==> config.mk <==
export PLATFORM = sky130hd
export DESIGN_NAME = crossing_request_flat
export DESIGN_NICKNAME = d
export VERILOG_FILES = /design/src/rtl/crossing_request_if.sv /design/src/rtl/crossing_request.sv /design/src/flat_wrapper.sv
export SDC_FILE = /design/constraint.sdc
export NUM_CORES = 1
export LEC_CHECK = 0
export CAP_MARGIN = 10
export CELL_PAD_IN_SITES_DETAIL_PLACEMENT = 1
export CELL_PAD_IN_SITES_GLOBAL_PLACEMENT = 1
export CORE_MARGIN = 2
export CORE_UTILIZATION = 30
export CTS_BUF_LIST = sky130_fd_sc_hd__clkbuf_8 sky130_fd_sc_hd__clkbuf_16
export DETAILED_ROUTE_END_ITERATION = 6
export PLACE_DENSITY = 0.61
export SYNTH_ARGS = -nofsm -noshare
export SYNTH_HDL_FRONTEND = slang
export SYNTH_SLANG_ARGS = --single-unit
==> constraint.sdc <==
create_clock -name clk -period 2.6 [get_ports clk]
set_input_delay 0.52 -clock clk [delete_from_list [all_inputs] [get_ports clk]]
set_output_delay 0.52 -clock clk [all_outputs]
set_load 0.01 [all_outputs]
==> src/rtl/crossing_request_if.sv <==
// Pedestrian-crossing signal bundle between the button/light side and the crossing front end.
// The master drives the button and yellow lamp inputs. The slave (crossing_request) drives the lamps and the stop request.
interface crossing_request_if;
  logic button;
  logic yellow;
  logic stop;
  logic walk;
  logic dont_walk;
  logic pending;

  modport master (
    output button,
    output yellow,
    input  stop,
    input  walk,
    input  dont_walk,
    input  pending
  );

  modport slave (
    input  button,
    input  yellow,
    output stop,
    output walk,
    output dont_walk,
    output pending
  );
endinterface

==> src/rtl/crossing_request.sv <==
// Pedestrian-crossing front end: syncs and debounces the button, waits out yellow,
// holds stop for walk + clearance, then enforces a hold-off before the next crossing.
module crossing_request #(
  parameter int DEBOUNCE_CYCLES = 4,
  parameter int WALK_CYCLES     = 15,
  parameter int CLEAR_CYCLES    = 5,
  parameter int HOLDOFF_CYCLES  = 30,
  parameter int CNT_W           = 6
) (
  input  logic              clk,
  input  logic              rst,
  crossing_request_if.slave bus
);

  localparam logic [CNT_W-1:0] DEB_LAST     = CNT_W'(DEBOUNCE_CYCLES - 1);
  localparam logic [CNT_W-1:0] WALK_LAST    = CNT_W'(WALK_CYCLES - 1);
  localparam logic [CNT_W-1:0] CLEAR_LAST   = CNT_W'(CLEAR_CYCLES - 1);
  localparam logic [CNT_W-1:0] HOLDOFF_LAST = CNT_W'(HOLDOFF_CYCLES - 1);

  typedef enum logic [2:0] {
    ST_IDLE,
    ST_WAIT,
    ST_WALK,
    ST_CLEAR,
    ST_HOLDOFF
  } state_t;

  logic             s1, s2;
  logic             deb;
  logic [CNT_W-1:0] dcnt;
  logic [1:0]       warm;
  logic             armed;
  logic             deb_next;
  logic             press;

  state_t           state, state_d;
  logic [CNT_W-1:0] pcnt, pcnt_d;
  logic             req, req_d;

  // NOTE: sequential state uses non-blocking assignments so every flop samples pre-edge values.
  always_ff @(posedge clk) begin
    if (rst) begin
      s1    <= 1'b0;
      s2    <= 1'b0;
      deb   <= 1'b0;
      dcnt  <= '0;
      warm  <= '0;
      armed <= 1'b0;
    end else begin
      s1   <= bus.button;
      s2   <= s1;
      warm <= {warm[0], 1'b1};
      // A button held through reset must be seen released before it may start a crossing.
      if (warm[1] && !s2) armed <= 1'b1;
      if (s2 == deb) begin
        dcnt <= '0;
      end else if (dcnt == DEB_LAST) begin
        deb  <= s2;
        dcnt <= '0;
      end else begin
        dcnt <= dcnt + CNT_W'(1);
      end
    end
  end

  // press fires on the edge that commits the new debounced level, saving a cycle of latency.
  assign deb_next = ((s2 != deb) && (dcnt == DEB_LAST)) ? s2 : deb;
  assign press    = deb_next & ~deb & armed;

  always_ff @(posedge clk) begin
    if (rst) begin
      state <= ST_IDLE;
      pcnt  <= '0;
      req   <= 1'b0;
    end else begin
      state <= state_d;
      pcnt  <= pcnt_d;
      req   <= req_d;
    end
  end

  // NOTE: every always_comb output gets a default first so no path infers a latch.
  always_comb begin
    state_d = state;
    pcnt_d  = pcnt + CNT_W'(1);
    req_d   = req;
    unique case (state)
      ST_IDLE: begin
        pcnt_d = '0;
        if (press) state_d = ST_WAIT;
      end
      ST_WAIT: begin
        pcnt_d = '0;
        if (!bus.yellow) state_d = ST_WALK;
      end
      ST_WALK: begin
        if (pcnt == WALK_LAST) begin
          state_d = ST_CLEAR;
          pcnt_d  = '0;
        end
      end
      ST_CLEAR: begin
        if (pcnt == CLEAR_LAST) begin
          state_d = ST_HOLDOFF;
          pcnt_d  = '0;
        end
      end
      ST_HOLDOFF: begin
        if (press) req_d = 1'b1;
        if (pcnt == HOLDOFF_LAST) begin
          state_d = (req || press) ? ST_WAIT : ST_IDLE;
          pcnt_d  = '0;
          req_d   = 1'b0;
        end
      end
      default: begin
        state_d = ST_IDLE;
        pcnt_d  = '0;
        req_d   = 1'b0;
      end
    endcase
  end

  always_comb begin
    bus.stop      = 1'b0;
    bus.walk      = 1'b0;
    bus.dont_walk = 1'b1;
    bus.pending   = 1'b0;
    unique case (state)
      ST_IDLE: ;
      ST_WAIT: bus.pending = 1'b1;
      ST_WALK: begin
        bus.stop      = 1'b1;
        bus.walk      = 1'b1;
        bus.dont_walk = 1'b0;
      end
      ST_CLEAR: begin
        bus.stop      = 1'b1;
        bus.dont_walk = ~pcnt[0];
      end
      ST_HOLDOFF: bus.pending = req;
      default: ;
    endcase
  end

endmodule

==> src/flat_wrapper.sv <==
// flat-port wrapper written by rule: the top's interface ports become plain ports
module crossing_request_flat 
#(
  parameter int DEBOUNCE_CYCLES = 4,
  parameter int WALK_CYCLES     = 15,
  parameter int CLEAR_CYCLES    = 5,
  parameter int HOLDOFF_CYCLES  = 30,
  parameter int CNT_W           = 6
)
  (clk, rst, bus_button, bus_yellow, bus_stop, bus_walk, bus_dont_walk, bus_pending);
  crossing_request_if bus_i ();
  input  logic clk;
  input  logic rst;
  input wire logic [$bits(bus_i.button)-1:0] bus_button;
  input wire logic [$bits(bus_i.yellow)-1:0] bus_yellow;
  output wire logic [$bits(bus_i.stop)-1:0] bus_stop;
  output wire logic [$bits(bus_i.walk)-1:0] bus_walk;
  output wire logic [$bits(bus_i.dont_walk)-1:0] bus_dont_walk;
  output wire logic [$bits(bus_i.pending)-1:0] bus_pending;
  assign bus_i.button = bus_button;
  assign bus_i.yellow = bus_yellow;
  assign bus_stop = bus_i.stop;
  assign bus_walk = bus_i.walk;
  assign bus_dont_walk = bus_i.dont_walk;
  assign bus_pending = bus_i.pending;
  crossing_request #(.DEBOUNCE_CYCLES(DEBOUNCE_CYCLES), .WALK_CYCLES(WALK_CYCLES), .CLEAR_CYCLES(CLEAR_CYCLES), .HOLDOFF_CYCLES(HOLDOFF_CYCLES), .CNT_W(CNT_W)) u_core (.clk(clk), .rst(rst), .bus(bus_i));
endmodule
==> reports/metrics.csv <==
metric,value,unit
status,finished clean,
ys_seq_area_frac,0.4439,
post-route-period-util,0.8826,
synth_seq_cells,22,
ctsResizeCount,0,
slew_violations,0,
fin_cells,162,
clock_latency,0.26,ns
tightest_slew,0.4489,ns
critPathMaxFanout,9,
hp-class,register to register,
reg2regPathDepth,6,
cts.path.max_buffers,2,
power.density,521.1,nW/um^2
dp.cells,158,
setup_tns,0,ns
row_count,20,
syn-num-nets,119,
grt_overflow_total,0,
cp.arrival,1.77,ns
fin_nets,128,
cts_made_buffers,3,
die_x,61.51,um
dr.pass1.iters,3,
post-cts-setup-buffer-count,0,
skew,0.002456,ns
h-tree-depth,1,
port_buffers,7,
max_freq,0.4358,GHz
drt_wl_total,1.994,mm
reg2reg_to,u_core.state[0],
drcViolationCount,0,
vdd_drop_max,0.3101,mV
cp-start-kind,register,
ant_nets,0,
power_frac_comb,0.030,
io_pins,8,
p_sw,0.0001208,W
drive_above_1_share,0.07627,
setup_violations,0,
worstSetupPathType,register to output port,
syn2layout_area_growth,17.28,%
switching_share,0.1992,
grt_pass1_wl,3.643,mm
grt_max_degree,13,
clkSinkCount,22,
maxCapViolCount,0,
drt_iter0_markers,6,
clk_pin_slew,0.08,ns
slew-limit-headroom,0.6983,
rrSetupSlack,0.84,ns
whs_endpoint,u_core.s2,
ys_async_sr_fraction,0,
intPower,0.0004855,W
regToRegStartpoint,u_core.pcnt[0],
yosys_warnings,0,
coreArea,3103,sq um
fin_crit,2.295,ns
post-dp-hpwl,1.481,mm
routed_via_density,4.741,
routed-via-count,768,
pwr-share-clk,0.403,
hold_path_depth,1,
grt_pass1_vias,768,
whs,0.4412,ns
netlist_area,992.2,sq um
yosysUniqueCellTypes,33,
rsz0062_at_grt,false,
hold_buffers,0,
avgSynthCellArea,9.020,sq um
initial_core_util,0.3198,
p_seq_frac,0.567,
place_congestion,0.6811,
crit_path_end_kind,output port,
required,2.08,ns
p_leak,0.4119,nW
fillers,384,
die_h,61.51,um
grt_usage,0.1306,
cts_tree,built,
synth_ff_type,dfxtp_1,
synth_edf_count,0,
multiInputGateArea,509.2,sq um
diodes,0,
min_from,u_core.s1,
regArea,440.4,sq um
root_buffer,clkbuf_8,
antenna_found_initial,0,
die_area,3783,sq um
hold_violations,0,
syn_inst,110,
wl_per_cell,12.31,um
## final cells by class
type                       count  share of cell area
multi-input combinational     77              0.4376
timing repair buffer           8             0.06667
sequential                    22              0.3785
tap                           44             0.04731
inverter                       7             0.02258
clock buffer                   4             0.04731
## power groups by stage
stage | clock network, W | logic (W) | registers [W]
2_1_floorplan | 0 | 0.0000110 | 0.000351
3_3_place_gp | 0 | 0.0000181 | 0.000351
3_5_place_dp | 0 | 0.0000189 | 0.000352
4_1_cts | 0.000251 | 0.0000190 | 0.000344
5_1_grt | 0.000270 | 0.0000213 | 0.000344
6_report | 0.000244 | 0.0000185 | 0.000344
## stage by stage
| step | setup slack [ns] | cell area (sq um) | utilization | power (W) |
|---|---|---|---|---|
| after floorplan | 0.9660 | 992.2 | - | 0.0003619 |
| after global placement | 0.6170 | 1109 | 0.3573 | 0.0003695 |
| after detailed placement | 0.5944 | 1109 | 0.3573 | 0.0003707 |
| after CTS | 0.2859 | 1164 | 0.3750 | 0.0006135 |
| after global routing | 0.1492 | 1164 | 0.3750 | 0.0006356 |
| final | 0.3054 | 1164 | 0.3750 | 0.0006063 |
## registers in the layout, indices dropped and copies added, names as in the netlist
name          flops
u_core.dcnt       6
u_core.req        1
u_core.deb        1
u_core.warm       2
u_core.s1         1
u_core.pcnt       6
u_core.state      3
u_core.s2         1
u_core.armed      1
## cell families (layout without fill, tap and decap cells)
group / Yosys count / count (layout) / synth area share
simple gates: 48 / 48 / 0.2598
buf+inv: 11 / 19 / 0.04287
fa+ha+maj: 5 / 5 / 0.06305
compound gates: 15 / 15 / 0.1097
flops: 22 / 22 / 0.4439
xor+xnor: 8 / 8 / 0.07062
mux: 1 / 1 / 0.01009
## worst max path at each step
stage                     from              end  slack [ns]
6_report       u_core.state[1]         bus_walk        0.31
5_1_grt        u_core.state[1]         bus_walk        0.15
4_1_cts        u_core.state[1]         bus_walk        0.29
3_5_place_dp   u_core.state[1]         bus_walk        0.59
3_3_place_gp   u_core.state[1]         bus_walk        0.62
2_1_floorplan   u_core.pcnt[0]  u_core.state[0]        0.97
## synth_stat cells (all sizes together) (4+ instances only)
| library cell | n | area [sq um] |
|---|---|---|
| dfxtp | 22 | 440.4 |
| nor2 | 16 | 60.06 |
| inv | 7 | 26.28 |
| nand3 | 5 | 25.02 |
| a21oi | 4 | 20.02 |
| ha | 5 | 62.56 |
| xor2 | 5 | 43.79 |
| nor2b | 4 | 25.02 |
| nor3 | 7 | 35.03 |
## critical path: stages (launching register included)
cell	delay [ns]
dfxtp_1	0.49
nor2b_1	0.33
and2_1	0.17
clkdlybuf4s50_1	0.52
## cells in the final DEF, fill, tap and decap left out, types with 2 or more instances in the layout
master / n
o21ai_0: 2
clkbuf_8: 4
nand2b_1: 2
dfxtp_1: 22
nor3b_1: 3
xor2_1: 5
nand3_1: 5
nor2_1: 16
a21oi_1: 4
xnor2_1: 3
nor3_1: 7
ha_1: 5
nand4b_1: 2
nand2_1: 3
inv_1: 7
clkdlybuf4s50_1: 7
nor2b_1: 4
## layer usage
layer | global-route usage | share of wire
met1 | 0.1731 | 0.51
met2 | 0.2030 | 0.45
met3 | 0.03782 | 0.026
met4 | 0.04559 | 0.0075
met5 | 0 | 0
(Power assumes the default switching activity.)
